## config.mk

```make
export PLATFORM = sky130hd
export DESIGN_NAME = watchdog_reset_req
export DESIGN_NICKNAME = d
export VERILOG_FILES = /design/src/rtl/watchdog_reset_req.sv
export SDC_FILE = /design/constraint.sdc
export NUM_CORES = 1
export LEC_CHECK = 0
export BUFFER_PORTS_ARGS = -buffer_cell sky130_fd_sc_hd__buf_2
export CAP_MARGIN = 5
export CORE_ASPECT_RATIO = 0.7
export CORE_MARGIN = 2
export CORE_UTILIZATION = 42
export DETAILED_ROUTE_END_ITERATION = 16
export PLACE_DENSITY = 0.58
export RECOVER_POWER = 100
export SYNTH_ARGS = -nofsm -noshare
export SYNTH_HDL_FRONTEND = slang
export SYNTH_SLANG_ARGS = --single-unit
```

## constraint.sdc

```tcl
create_clock -name CLK_48MHZ -period 3.2 [get_ports CLK_48MHZ]
set_input_delay 0.64 -clock CLK_48MHZ [delete_from_list [all_inputs] [get_ports CLK_48MHZ]]
set_output_delay 0.64 -clock CLK_48MHZ [all_outputs]
set_load 0.005 [all_outputs]
```

## src/rtl/watchdog_reset_req.sv

```systemverilog
// watchdog_reset_req: kick-timed watchdog that issues a fixed-width reset request pulse,
// followed by a holdoff window, with a pre-timeout warning and a sticky expiry flag.
module watchdog_reset_req #(
    parameter int TIMEOUT_CYCLES = 48000000,
    parameter int WARN_CYCLES    = 36000000,
    parameter int PULSE_CYCLES   = 48,
    parameter int HOLDOFF_CYCLES = 4800
) (
    input  logic CLK_48MHZ,
    input  logic RESET,
    input  logic ENABLE,
    input  logic KICK,
    input  logic CLR_EXPIRED,
    output logic EXT_RESET_REQ,
    output logic WARN,
    output logic EXPIRED
);
    localparam int MAX_TP = TIMEOUT_CYCLES > PULSE_CYCLES ? TIMEOUT_CYCLES : PULSE_CYCLES;
    localparam int MAX_ALL = MAX_TP > HOLDOFF_CYCLES ? MAX_TP : HOLDOFF_CYCLES;
    localparam int CW = $clog2(MAX_ALL + 1);
    localparam logic [CW-1:0] T_LAST = CW'(TIMEOUT_CYCLES - 1);
    localparam logic [CW-1:0] P_LAST = CW'(PULSE_CYCLES - 1);
    localparam logic [CW-1:0] H_LAST = CW'(HOLDOFF_CYCLES - 1);
    localparam logic [CW-1:0] W_CNT  = CW'(WARN_CYCLES);

    typedef enum logic [1:0] {IDLE, ARMED, PULSE, HOLDOFF} state_t;

    state_t state, state_nx;
    logic [CW-1:0] count, count_nx;
    logic kick_r, kick_evt;

    assign kick_evt = KICK & ~kick_r;

    // Every state bounds the counter explicitly; count_nx defaults to zero.
    always_comb begin
        state_nx = state;
        count_nx = '0;
        case (state)
            IDLE:    state_nx = ENABLE ? ARMED : IDLE;
            ARMED: begin
                if (!ENABLE)
                    state_nx = IDLE;
                else if (kick_evt)
                    count_nx = '0;
                else if (count == T_LAST)
                    state_nx = PULSE;
                else
                    count_nx = count + CW'(1);
            end
            PULSE: begin
                if (count == P_LAST)
                    state_nx = HOLDOFF;
                else
                    count_nx = count + CW'(1);
            end
            HOLDOFF: begin
                if (count == H_LAST)
                    state_nx = ENABLE ? ARMED : IDLE;
                else
                    count_nx = count + CW'(1);
            end
            default: state_nx = IDLE;
        endcase
    end

    // Outputs are registered from next-state values so they line up with the state flops.
    always_ff @(posedge CLK_48MHZ or posedge RESET) begin
        if (RESET) begin
            state         <= IDLE;
            count         <= '0;
            kick_r        <= 1'b0;
            EXT_RESET_REQ <= 1'b0;
            WARN          <= 1'b0;
            EXPIRED       <= 1'b0;
        end else begin
            state         <= state_nx;
            count         <= count_nx;
            kick_r        <= KICK;
            EXT_RESET_REQ <= state_nx == PULSE;
            WARN          <= state_nx == ARMED && count_nx >= W_CNT;
            EXPIRED       <= (state == ARMED && state_nx == PULSE) | (EXPIRED & ~CLR_EXPIRED);
        end
    end
endmodule

```

==> metrics.csv <==
stage;metric;value;unit
worst_setup_path;Setup CP Type;register to register;
placement;Detailed Place HPWL;3.18;mm
clock_network;CTS buffer count;5;
synth;YS warnings;0;
die;num rows;20;
clock_network;clk sinks;32;
clock_network;post-CTS setup buffer count;0;
worst_setup_path;crit path DAT;2.65;ns
clock_network;CTS tree;done;
detailed_routing;DR pass1 iterations;4;
sta;final setup fails;0;
final_layout;commonest cells after routing, fill and taps aside;35 x nor2_1, 32 x dfrtp_1, 16 x nand3_1;
synth;Syn Area/Cell;8.85;um2
synth;Post-Synth XOR/XNOR Area;11.5;%
synth;Compound-Gate Fraction of Synth Area;11.2;%
power_and_ir_drop;Peak VDD IR;0.173;mV
placement;GP Congestion;0.875;
global_route;vias in the first global route;1403;
power_and_ir_drop;internal power;0.601;mW
global_route;largest net degree at the start of global routing;27;
clock_network;Worst-path clk slew;0.07;ns
hold_path;hold crit path type;primary input to async pin;
final_layout;Area Overhead vs Synth;6.12;%
worst_setup_path;cell family with the largest share of critical-path delay;simple AND/OR/NAND/NOR gates;
worst_setup_path;Cell Chain, Critical Path;ha_1 > and4_1 > nand4_1 > nor3_1 > a2111oi_0 > a31oi_1 > and3b_1 > a21oi_2;
sta;fmax;409;MHz
sta;Worst-Margin Slew;0.895;ns
worst_setup_path;crit path max fanout;4;
synth;simple-gate portion of the synthesized area;31.0;%
worst_setup_path;R2R depth;8;
final_layout;commonest non-fill, non-tap cell in the layout;nor2_1;
detailed_routing;WL/cell;15.4;um
die;Ports;8;
power_and_ir_drop;leakage;0.815;nW
sta;Slew Limit Fails;0;
die;Die Area;0.00529;mm2
global_route;global-route wire length before repair;7.19;mm
global_route;initial antenna violation count;0;
final_layout;Layout Nets;231;
final_layout;diode count;0;
synth;cell area after synthesis;0.00198;mm2
sta;unrepaired setup endpoints after global routing;no;
power_and_ir_drop;power per cell area;356;mW/mm2
worst_setup_path;Reg-to-Reg End;WARN;
sta;Hold Vio Cnt, Final;0;
synth;synthesized instance count;224;
worst_setup_path;critical path required time;3.40;ns
die;DIE WIDTH;86.1;um
power_and_ir_drop;sequential share of power;54.5;%
worst_setup_path;Crit. End Element;register;
detailed_routing;DRC;0;
synth;largest family of logic cells by synthesized area;simple AND/OR/NAND/NOR gates;
detailed_routing;DRT iter0 DRCs;206;
clock_network;clk_lat worst skew;0.28;ns
final_layout;share of post-route cells with drive strength above 1;9.33;%
detailed_routing;via count;1595;
sta;Min Hold Slack;0.421;ns
sta;fin crit period;2.45;ns
power_and_ir_drop;combinational power share;1.9;%
power_and_ir_drop;switching portion of total power;19.6;%
placement;port bufs;7;
sta;Worst Clk Skew;0.00803;ns
synth;sequential area share after synthesis;40.4;%
synth;syn_nets;230;
power_and_ir_drop;switching pwr;0.147;mW
clock_network;CTS root buf;clkbuf_8;
sta;setup TNS;0;ns
die;Die Y;61.5;um
power_and_ir_drop;Clock power frac;43.6;%
worst_setup_path;Buf/Inv on CP;0;
global_route;total global-route track usage;17.9;%
worst_setup_path;slowest stage cell, crit path;nor3_1;
detailed_routing;vias per inst;5.70;
clock_network;# resized after CTS;0;
clock_network;CTS Hold Buffers Added;0;
global_route;GRT overflow;0;
die;core box area;0.00443;mm2
worst_setup_path;crit-path max cell delay;0.49;ns
outcome;status;finished, final reports clean;
clock_network;htree depth;2;
synth;Synth Area in Adders;0.631;%
synth;Synth cell types;47;
clock_network;Max Root-Sink Buffers;2;
synth;post-synthesis mux area share;0.505;%
worst_setup_path;crit start category;register;
synth;register bit total from synthesis;32;
worst_setup_path;R2R Path Start;count[0];
detailed_routing;Post-DRT Antenna Nets;0;
worst_setup_path;R2R Setup Slk;0.75;ns
detailed_routing;final WL;4.30;mm
sta;Slew headroom;40.3;%
flow_run;maxcap violations;0;
die;initial core utilization;44.7;%
sta;Final period util;76.4;%
-- cell families (layout without fill, tap and decap cells) --
family / after synthesis / count (layout)
compound gates: 33 / 33
xor+xnor: 26 / 26
fa+ha+maj: 1 / 1
buf+inv: 19 / 20
flops: 32 / 32
mux: 1 / 1
simple gates: 112 / 112
-- synthesized netlist by cell type (all sizes together) --
library cell	number	share of area (%)
mux2i	1	0.51
ha	1	0.63
or4	2	0.76
a211oi	4	1.5
a2111oi	1	0.44
and3b	1	0.44
a211o	1	0.44
and4	4	1.9
nand4	9	3.5
o21a	1	0.76
nand3	17	4.5
and3	6	1.9
or2	1	0.32
xor2	14	6.2
nor2	35	6.6
nand2	16	3.2
o31ai	1	0.38
clkbuf	6	1.2
nor3	3	1.0
a21oi	6	1.7
nor3b	2	0.76
and2	1	0.32
o2bb2ai	2	0.88
nor4	7	3.0
o221ai	1	0.44
nor4b	1	0.44
o2111ai	1	0.44
a31oi	3	0.95
and4b	1	0.51
a21o	2	0.76
nor2b	5	1.6
or3	1	0.32
xnor2	12	5.3
o21ai	10	2.5
buf	8	2.6
dfrtp	32	40
inv	5	0.95
-- area by class of cell --
| type | count | area [um2] |
|---|---|---|
| fillers | 448 | 2330 |
| well taps | 55 | 68.8 |
| multi-input cells | 173 | 1080 |
| inverters | 5 | 18.8 |
| clock buffers | 7 | 96.3 |
| repair buffers | 8 | 37.5 |
| flip-flops and latches | 32 | 801 |
-- power by group through the flow --
stage               sequential (mW)  combinational, mW  clock [mW]
floorplan                     0.415            0.00827           0
global placement              0.415             0.0158           0
detailed placement            0.415             0.0156           0
CTS                           0.408             0.0155       0.338
global route                  0.408             0.0167       0.360
finish                        0.408             0.0139       0.326
-- routing by layer --
metal	vias up	routed length, um	global-route usage, %
li1	793	-	-
met1	727	2330	27.5
met2	69	1540	22.4
met3	6	387	6.84
met4	0	48	6.12
met5	-	0	0
-- sequential cells by signal, indices dropped and copies added (netlist names) --
signal	count
EXT_RESET_REQ	1
EXPIRED	1
state	2
WARN	1
count	26
kick_r	1
-- how the worst max path moves through the flow --
stage	start	end	slack, ns	depth (start not counted)
4_1_cts	count[0]	WARN	0.84	8
2_1_floorplan	count[0]	count[12]	1.15	8
6_report	count[0]	WARN	0.75	8
3_5_place_dp	count[0]	count[6]	0.87	7
5_1_grt	count[0]	WARN	0.46	8
3_3_place_gp	count[0]	count[16]	0.89	7
-- worst register-to-register path, stage by stage (launching register included) --
cell       delay (ns)
dfrtp_1          0.38
ha_1             0.25
and4_1           0.29
nand4_1          0.19
nor3_1           0.49
a2111oi_0        0.14
a31oi_1          0.26
and3b_1          0.23
a21oi_2          0.13
-- metrics by stage --
step | util [%] | std cells | area, um2 | worst slack [ns] | power [mW]
6_report | 47.5 | 280 | 2100 | 0.754 | 0.748
3_5_place_dp | 45.6 | 273 | 2020 | 0.870 | 0.431
5_1_grt | 47.5 | 280 | 2100 | 0.462 | 0.784
2_1_floorplan | - | 224 | 1980 | 1.15 | 0.423
3_3_place_gp | 45.6 | 273 | 2020 | 0.893 | 0.431
4_1_cts | 47.7 | 280 | 2110 | 0.841 | 0.761
(Power assumes the default switching activity.)
